<file path="src/rtl/line_buffer_sequencer_if.sv">
// Sequencer-side bus: SRAM column read port, line buffer controls and the
// window token handshake towards the PE array.
interface line_buffer_sequencer_if #(
  parameter int IMG_W  = 8,
  parameter int IMG_H  = 8,
  parameter int ADDR_W = $clog2(IMG_W * IMG_H)
);
  localparam int ROW_W = $clog2(IMG_H);
  localparam int COL_W = $clog2(IMG_W);

  logic              sram_rd_en;
  logic [ADDR_W-1:0] sram_rd_addr;
  logic              sram_rd_valid;
  logic              lb_valid;
  logic              lb_row_done;
  logic              lb_flush;
  // Window handshake: a token transfers on a cycle where win_valid and
  // win_ready are both high; once raised, win_valid/win_row/win_col hold
  // stable until that transfer (only abort or reset may withdraw them).
  logic              win_valid;
  logic              win_ready;
  logic [ROW_W-1:0]  win_row;
  logic [COL_W-1:0]  win_col;

  modport master (
    output sram_rd_en, sram_rd_addr, lb_valid, lb_row_done, lb_flush,
           win_valid, win_row, win_col,
    input  sram_rd_valid, win_ready
  );

  modport slave (
    input  sram_rd_en, sram_rd_addr, lb_valid, lb_row_done, lb_flush,
           win_valid, win_row, win_col,
    output sram_rd_valid, win_ready
  );
endinterface

</file>
<file path="src/rtl/line_buffer_sequencer.sv">
// Convolution pass sequencer: SRAM column reads, line buffer strobes, window tokens.
// Optional backpressure stall counter enabled by macro LB_SEQ_PERF_CNT_EN.
module line_buffer_sequencer #(
  parameter int KER_SIZE = 3,
  parameter int IMG_W    = 8,
  parameter int IMG_H    = 8,
  parameter int ADDR_W   = $clog2(IMG_W * IMG_H)
) (
  input  logic        clk,
  input  logic        rstn,
  input  logic        start,
  input  logic        abort,
  output logic        busy,
  output logic        done,
  output logic [15:0] perf_stall_cnt,
  output logic [2:0]  dbg_state,
  line_buffer_sequencer_if.master bus
);
  localparam int ROW_W = $clog2(IMG_H);
  localparam int COL_W = $clog2(IMG_W);
  localparam logic [COL_W-1:0] C_FIRST = COL_W'(KER_SIZE - 1);
  localparam logic [COL_W-1:0] C_LAST  = COL_W'(IMG_W - 1);
  localparam logic [ROW_W-1:0] R_LAST  = ROW_W'(IMG_H - KER_SIZE);

  typedef enum logic [2:0] {
    S_IDLE  = 3'd0,
    S_FLUSH = 3'd1,
    S_REQ   = 3'd2,
    S_WAIT  = 3'd3,
    S_OUT   = 3'd4,
    S_DONE  = 3'd5,
    S_ABORT = 3'd6
  } state_t;

  state_t            state;
  logic [ROW_W-1:0]  r;
  logic [COL_W-1:0]  c;
  logic [ADDR_W-1:0] addr;
  logic              rd_pending;
  logic              rd_en;
  logic              row_done;
  logic              flush;
  logic              win_valid;
  logic [ROW_W-1:0]  win_row;
  logic [COL_W-1:0]  win_col;

  assign dbg_state        = state;
  assign bus.sram_rd_en   = rd_en;
  assign bus.sram_rd_addr = addr;
  assign bus.lb_row_done  = row_done;
  assign bus.lb_flush     = flush;
  assign bus.win_valid    = win_valid;
  assign bus.win_row      = win_row;
  assign bus.win_col      = win_col;
  // Column write strobe follows the returning data directly; abort wins.
  assign bus.lb_valid     = (state == S_WAIT) && bus.sram_rd_valid && !abort;

  // Raster address r*IMG_W+c only ever steps by one, so it is kept as a counter.
  always_ff @(posedge clk or negedge rstn) begin
    if (!rstn) begin
      state      <= S_IDLE;
      r          <= '0;
      c          <= '0;
      addr       <= '0;
      rd_pending <= 1'b0;
      busy       <= 1'b0;
      done       <= 1'b0;
      rd_en      <= 1'b0;
      row_done   <= 1'b0;
      flush      <= 1'b0;
      win_valid  <= 1'b0;
      win_row    <= '0;
      win_col    <= '0;
    end else begin
      done     <= 1'b0;
      rd_en    <= 1'b0;
      row_done <= 1'b0;
      flush    <= 1'b0;
      case (state)
        S_IDLE: if (start) begin
          state <= S_FLUSH;
          busy  <= 1'b1;
          flush <= 1'b1;
          r     <= '0;
          c     <= '0;
          addr  <= '0;
        end
        S_FLUSH: if (abort) state <= S_ABORT;
        else begin
          state <= S_REQ;
          rd_en <= 1'b1;
        end
        S_REQ: begin
          rd_pending <= 1'b1;
          state      <= abort ? S_ABORT : S_WAIT;
        end
        S_WAIT: begin
          if (bus.sram_rd_valid) rd_pending <= 1'b0;
          if (abort) state <= S_ABORT;
          else if (bus.sram_rd_valid) begin
            if (c >= C_FIRST) begin
              state     <= S_OUT;
              win_valid <= 1'b1;
              win_row   <= r;
              win_col   <= c - C_FIRST;
            end else begin
              c     <= c + 1'b1;
              addr  <= addr + 1'b1;
              state <= S_REQ;
              rd_en <= 1'b1;
            end
          end
        end
        S_OUT: if (abort) begin
          win_valid <= 1'b0;
          state     <= S_ABORT;
        end else if (bus.win_ready) begin
          win_valid <= 1'b0;
          addr      <= addr + 1'b1;
          if (c != C_LAST) begin
            c     <= c + 1'b1;
            state <= S_REQ;
            rd_en <= 1'b1;
          end else begin
            row_done <= 1'b1;
            c        <= '0;
            if (r == R_LAST) begin
              state <= S_DONE;
              done  <= 1'b1;
            end else begin
              r     <= r + 1'b1;
              state <= S_REQ;
              rd_en <= 1'b1;
            end
          end
        end
        S_DONE: begin
          busy  <= 1'b0;
          state <= S_IDLE;
        end
        // Drain the outstanding read silently, flush for one cycle, then idle.
        S_ABORT: begin
          if (bus.sram_rd_valid) rd_pending <= 1'b0;
          if (flush) begin
            busy  <= 1'b0;
            state <= S_IDLE;
          end else if (!rd_pending || bus.sram_rd_valid) begin
            flush <= 1'b1;
          end
        end
        default: state <= S_IDLE;
      endcase
    end
  end

`ifdef LB_SEQ_PERF_CNT_EN
  always_ff @(posedge clk or negedge rstn) begin
    if (!rstn)
      perf_stall_cnt <= 16'd0;
    else if (state == S_IDLE && start)
      perf_stall_cnt <= 16'd0;
    else if (win_valid && !bus.win_ready && perf_stall_cnt != 16'hFFFF)
      perf_stall_cnt <= perf_stall_cnt + 16'd1;
  end
`else
  assign perf_stall_cnt = 16'd0;
`endif

endmodule

</file>
<file path="src/flat_wrapper.sv">
// flat-port wrapper written by rule: the top's interface ports become plain ports
module line_buffer_sequencer_flat 
#(
  parameter int KER_SIZE = 3,
  parameter int IMG_W    = 8,
  parameter int IMG_H    = 8,
  parameter int ADDR_W   = $clog2(IMG_W * IMG_H)
)
  (clk, rstn, start, abort, busy, done, perf_stall_cnt, dbg_state, bus_sram_rd_en, bus_sram_rd_addr, bus_lb_valid, bus_lb_row_done, bus_lb_flush, bus_win_valid, bus_win_row, bus_win_col, bus_sram_rd_valid, bus_win_ready);
  line_buffer_sequencer_if #(.IMG_W(IMG_W), .IMG_H(IMG_H), .ADDR_W(ADDR_W)) bus_i ();
  input  logic clk;
  input  logic rstn;
  input  logic start;
  input  logic abort;
  output logic busy;
  output logic done;
  output logic [15:0] perf_stall_cnt;
  output logic [2:0] dbg_state;
  output wire logic [$bits(bus_i.sram_rd_en)-1:0] bus_sram_rd_en;
  output wire logic [$bits(bus_i.sram_rd_addr)-1:0] bus_sram_rd_addr;
  output wire logic [$bits(bus_i.lb_valid)-1:0] bus_lb_valid;
  output wire logic [$bits(bus_i.lb_row_done)-1:0] bus_lb_row_done;
  output wire logic [$bits(bus_i.lb_flush)-1:0] bus_lb_flush;
  output wire logic [$bits(bus_i.win_valid)-1:0] bus_win_valid;
  output wire logic [$bits(bus_i.win_row)-1:0] bus_win_row;
  output wire logic [$bits(bus_i.win_col)-1:0] bus_win_col;
  input wire logic [$bits(bus_i.sram_rd_valid)-1:0] bus_sram_rd_valid;
  input wire logic [$bits(bus_i.win_ready)-1:0] bus_win_ready;
  assign bus_sram_rd_en = bus_i.sram_rd_en;
  assign bus_sram_rd_addr = bus_i.sram_rd_addr;
  assign bus_lb_valid = bus_i.lb_valid;
  assign bus_lb_row_done = bus_i.lb_row_done;
  assign bus_lb_flush = bus_i.lb_flush;
  assign bus_win_valid = bus_i.win_valid;
  assign bus_win_row = bus_i.win_row;
  assign bus_win_col = bus_i.win_col;
  assign bus_i.sram_rd_valid = bus_sram_rd_valid;
  assign bus_i.win_ready = bus_win_ready;
  line_buffer_sequencer #(.KER_SIZE(KER_SIZE), .IMG_W(IMG_W), .IMG_H(IMG_H), .ADDR_W(ADDR_W)) u_core (.clk(clk), .rstn(rstn), .start(start), .abort(abort), .busy(busy), .done(done), .perf_stall_cnt(perf_stall_cnt), .dbg_state(dbg_state), .bus(bus_i));
endmodule
</file>
<file path="config.mk">
export PLATFORM = sky130hd
export DESIGN_NAME = line_buffer_sequencer_flat
export DESIGN_NICKNAME = d
export VERILOG_FILES = /design/src/rtl/line_buffer_sequencer_if.sv /design/src/rtl/line_buffer_sequencer.sv /design/src/flat_wrapper.sv
export SDC_FILE = /design/constraint.sdc
export NUM_CORES = 1
export LEC_CHECK = 0
export ABC_AREA = 1
export CAP_MARGIN = 10
export CORE_MARGIN = 3
export CORE_UTILIZATION = 53
export DETAILED_ROUTE_END_ITERATION = 12
export PLACE_DENSITY = 0.85
export SYNTH_ARGS = -nofsm -noshare
export SYNTH_HDL_FRONTEND = slang
export SYNTH_SLANG_ARGS = --single-unit
</file>
<file path="constraint.sdc">
create_clock -name clk -period 2.25 [get_ports clk]
set_clock_uncertainty 0.1 [all_clocks]
set_input_delay 0.45 -clock clk [delete_from_list [all_inputs] [get_ports clk]]
set_output_delay 0.45 -clock clk [all_outputs]
set_load 0.005 [all_outputs]
</file>
### After elaboration in Yosys (flattened, before gate mapping)

Index checks and enable logic that the tools add are counted.

| storage, ports and cells | value |
|---|---|
| flip-flop bits (word level) | 28 |
| latch bits | 0 |
| memory bits (writable) | 0 |
| memory bits (read-only) | 0 |
| input bits | 6 |
| output and inout bits | 38 |
| word-level logic and storage cells | 124 |
| memories kept | 0 |

| cells by class | value |
|---|---|
| add/sub/neg operators | 4 |
| multipliers | 0 |
| divide/modulo/power cells | 0 |
| magnitude comparators | 1 |
| equal/unequal tests | 21 |
| shift-type cells | 0 |
| multiplexer cells | 65 |
| bitwise logic cells | 1 |
| reductions and logical operators | 19 |

Operator list:

| kind | count |
|---|---|
| $mux 3 | 22 |
| $mux 6 | 6 |
| $mux 1 | 28 |
| $ne 2x2->1 const B | 9 |
| $pmux 3 s6 | 1 |
| $pmux 6 s3 | 1 |
| $eq 3x3->1 const B | 4 |
| $ne 3x3->1 const B | 3 |
| $pmux 3 s3 | 1 |
| $reduce_and 4->1 | 2 |
| $reduce_and 7->1 | 1 |
| $add 3x1->3 const B | 2 |
| $add 6x1->6 const B | 1 |
| $eq 3x2->1 const B | 2 |
| $pmux 1 s2 | 3 |
| $pmux 1 s3 | 2 |
| $pmux 3 s2 | 1 |
| $reduce_and 6->1 | 1 |
| $reduce_bool 2->1 | 3 |
| $reduce_bool 3->1 | 2 |
| $reduce_and 5->1 | 1 |
| $ne 2x1->1 const B | 2 |
| $eq 3x1->1 const B | 1 |
| $ge 3x2->1 const B | 1 |
| other kinds (9) | 11 |

### Depth between registers and ports, before layout

| logic depth | value |
|---|---|
| word-level depth | 6 |
| gate-level depth with buffers | 9 |
| gate-level depth less buffers | 8 |

### Worst setup path after synthesis

Ideal clock, no wire load.

| timing | value |
|---|---|
| kind | register to register |
| from | register u_core.c[1] |
| to | register u_core.addr[4], in the netlist u_core.bus.sram_rd_addr[4] |
| library setup time | 118 ps |
| data arrival time | 1295 ps |
| data required time | 2032 ps |
| slack | 738 ps |
| stages on the path, launching flop included | 8 |
| buffers on the path | 0 |
| period minus slack after synthesis | 1512 ps |
| cell sequence | dfrtp_1 -> inv_1 -> ha_1 -> nand4_1 -> a21oi_4 -> nand2_4 -> nand2_1 -> nand2_1 |

| on the way | value |
|---|---|
| word-level cells in the longest chain between the ends | 3 |

RTL lines:

| what | RTL line | RTL |
|---|---|---|
| start: declaration | line_buffer_sequencer.sv:37 | `logic [COL_W-1:0] c;` |
| start signal: assignment | line_buffer_sequencer.sv:107 | `c <= c + 1'b1;` |
| start signal: assignment | line_buffer_sequencer.sv:121 | `c <= c + 1'b1;` |
| $ge 3x2->1 | line_buffer_sequencer.sv:101 | `if (c >= C_FIRST) begin` |
| $ne 2x2->1 (no line) | - |  |
| $reduce_and 7->1 (no line) | - |  |
| end signal: assignment | line_buffer_sequencer.sv:108 | `addr <= addr + 1'b1;` |
| end signal: assignment | line_buffer_sequencer.sv:119 | `addr <= addr + 1'b1;` |
| end: declaration | line_buffer_sequencer.sv:38 | `logic [ADDR_W-1:0] addr;` |

No other way between the ends.
A chain may end at the register's enable or synchronous reset.

### Final worst setup path

| timing | value |
|---|---|
| from | register u_core.state[1], in the netlist u_core.dbg_state[1] |
| to | output port dbg_state[1] |

RTL lines:

| what | RTL line | RTL |
|---|---|---|
| start: declaration | line_buffer_sequencer.sv:35 | `state_t state;` |
| start signal: assignment | line_buffer_sequencer.sv:95 | `state <= abort ? S_ABORT : S_WAIT;` |
| end: declaration | flat_wrapper.sv:18 | `output logic [2:0] dbg_state;` |

No word-level cell between the ends.

==> results.md <==
- Site row count: 20
- Routing usage on met3: 0.0334
- Crit Path Max Fanout: 11
- Mean Syn Cell Area: roughly 7.5 µm²
- Detailed-route via count: between 1500 and 2000
- Antenna diode count: 0
- R2R setup slack: 0.49 ns
- Hold Fails Final Rpt: 0
- Hold Crit Class: input pin to asynchronous set/reset pin
- Initial core utilization: 0.571
- Synth cell types: 27
- Endpoints failing setup: 0
- Clk_lat worst skew: 0.33 ns
- Die footprint: 0.00414 mm²
- Crit. End Element: output pin
- CP delay by family, top: buffers and inverters
- Worst r2r src: u_core.c[1]
- Final cell count without fillers: 319
- Crit path cell chain: buf_4 -> clkdlybuf4s50_1
- Fin util: 0.682
- Synthesized instance count: around 240
- Synth warn: 0
- Number of detailed-routing iterations run before antenna repair: 4
- Leakage: around 0.0011 µW
- Pin count of the biggest net entering global routing: 29
- Number of placed I/O pins: 44
- Most common cell in the netlist: nand2_1
- Sequential-to-total area share from yosys stat: 0.389
- Antenna Violating Nets Remaining: 0
- Share of flip-flops with an asynchronous set or reset: 1.00
- Placed cells: 314
- Clk pin slew, worst setup/hold paths: ~0.15 ns
- Fin Hold WS: 0.373 ns
- Post-synth top cells: 72 x nand2_1, 31 x nand3_1, 28 x dfrtp_1
- Synth area leaders: dfrtp_1 39%, nand2_1 15%, nand3_1 8.6%, buf_4 7.5%, inv_1 5.0%
- Antenna violations before repair: 0
- Quantity of I/O buffers inserted on ports: 27
- Die Width: 64.3 µm
- GRT busiest layer: met2
- GPL Wtd Cong: about 0.9
- Outcome: complete, no violations
- Worst R2R Path Depth: 7
- H-tree depth: 1
- Max-Cap Viols: 0
- Core area: 0.00315 mm²
- Initial DRC count: ~130
- GR Layer Usage met2: 0.317
- Startpoint types: flop
- Required time of the worst setup path: ~1.7 ns
- Layout area overhead: 19.4%
- Via density per instance: a little over 5
- Global route overflow: 0
- Slowest stage delay, CP: about 0.52 ns
- Global Route Usage Sum: 0.190
- HPWL after DPL: approximately 2.9 mm
- VDD IR max: roughly 0.54 mV
- RSZ-0062 raised after global routing: no
- Ys flop type: dfrtp_1
- Max Slew Vio Count: 0
- Post-layout min period: around 2.0 ns
- Die height: around 64 µm
- Reg-to-reg endpoint: u_core.bus.sram_rd_addr[2]
- PwrDens: approximately 980 mW/mm²
- Critical path class: flop to output pin
- Post-route DRC: 0
- Clock tree sinks: 28
- Fin crit share: 0.907
- Layout cells sized above 1: 0.105
- CTS tree: built
- Filler cells: between 200 and 300
- DR WL/cell: approximately 12 µm
- Yosys top cell by area: dfrtp_1
- Vias in the first global route: 1454
- Share of the synthesized area in the top cell type: 0.389
- Post-synth EDFFs: 0
- Final nets: ~290
- Slowest cell on the critical path: clkdlybuf4s50_1
- First-pass GRT wire length: ~6.3 mm
- CTS root buf: clkbuf_4
- Critical Path AT: around 1.5 ns
- Synthesized cell area: between 0.0015 and 0.002 mm²
- Hold_buf cts: 0
- Fmax: 0.490 GHz
- Met1 GRT Util: 0.247
- Synthesized flop and latch total: 28
- Drt total wl: roughly 3.7 mm
- Deepest clock path buffer count: 2
- Crit path buffers/inverters: 2
- Inserted Clock Buffers: 3
## layer usage
layer | share of wire | vias to the layer above
li1 | - | 812
met2 | 0.48 | 56
met1 | 0.44 | 742
met5 | 0 | -
met3 | 0.063 | 7
met4 | 0.012 | 0
## flip-flops by register name, summed over array words and instances (netlist names)
register                 count
u_core.bus.win_col           3
u_core.r                     3
u_core.bus.lb_flush          1
u_core.busy                  1
u_core.rd_pending            1
u_core.bus.lb_row_done       1
u_core.bus.sram_rd_en        1
u_core.bus.win_valid         1
u_core.c                     3
u_core.bus.sram_rd_addr      6
u_core.bus.win_row           3
u_core.dbg_state             3
u_core.done                  1
## how the worst max path moves through the flow
| stage | start | depth (start not counted) | slack (ns) | end |
|---|---|---|---|---|
| finish | u_core.dbg_state[1] | 2 | 0.21 | dbg_state[1] |
| CTS | u_core.dbg_state[1] | 2 | 0.21 | dbg_state[1] |
| global placement | bus_sram_rd_valid | 4 | -0.07 | bus_lb_valid |
| global route | u_core.dbg_state[1] | 2 | 0.16 | dbg_state[1] |
| detailed placement | bus_sram_rd_valid | 4 | -0.09 | bus_lb_valid |
| floorplan | u_core.c[1] | 7 | 0.74 | u_core.bus.sram_rd_addr[4] |
## where the power goes
group	switching, µW	internal, µW	leakage [µW]
clock network	149	99.2	0.0000210
logic	685	471	0.000727
registers	86.4	608	0.000378
## worst reg2reg max path, stage by stage (launching register included)
cell	delay, ns
dfrtp_1	0.45
inv_1	0.08
ha_1	0.23
nand4_1	0.20
a21oi_4	0.34
nand2_4	0.14
nand2_1	0.08
nand2_1	0.05
## final cells by class
cell class | count | area, µm² | share of cell area
clock buffers | 4 | 36.3 | 0.0169
inverters | 25 | 93.8 | 0.0436
multi-input cells | 180 | 913 | 0.425
flip-flops and latches | 28 | 701 | 0.326
well taps | 44 | 55.1 | 0.0256
repair buffers | 38 | 352 | 0.163
## per-stage QoR
| stage | area [µm²] | power [µW] | setup slack, ns | TNS [ns] |
|---|---|---|---|---|
| 2_1_floorplan | 1860 | 1460 | 0.738 | 0 |
| 3_3_place_gp | 2110 | 1820 | -0.0692 | -0.0692 |
| 3_5_place_dp | 2110 | 1850 | -0.0871 | -0.0871 |
| 4_1_cts | 2150 | 2100 | 0.207 | 0 |
| 5_1_grt | 2150 | 2290 | 0.159 | 0 |
| 6_report | 2150 | 2100 | 0.209 | 0 |
## cells by family after synthesis
logic type / after synthesis / share of synthesized area
compound gates: 17 / 0.0646
xor+xnor: 3 / 0.0146
fa+ha+maj: 6 / 0.0417
buf+inv: 46 / 0.135
flops: 28 / 0.389
other cells: 1 / 0.00208
simple gates: 138 / 0.353
## timing repair
item / in CTS / in global routing
setup endpoints to repair: 1 / 0
setup buffers: 1 / 0
gates resized for setup: 2 / 0
## placed cells by master, fill, tap and decap left out, types with 2 or more instances in the layout
cell type,Yosys,routed
buf_4,18,11
clkbuf_4,0,3
clkdlybuf4s50_1,0,26
conb_1,1,16
dfrtp_1,28,28
ha_1,6,6
inv_1,24,23
inv_2,1,2
nand2_1,72,72
nand3_1,31,31
nand3b_1,3,3
nand4_1,7,7
nor2_1,17,17
nor2_2,2,2
o21ai_0,8,8
o21ai_2,4,4
o22ai_1,2,2
xnor2_1,2,2
Power figures use the tool's default switching activity.
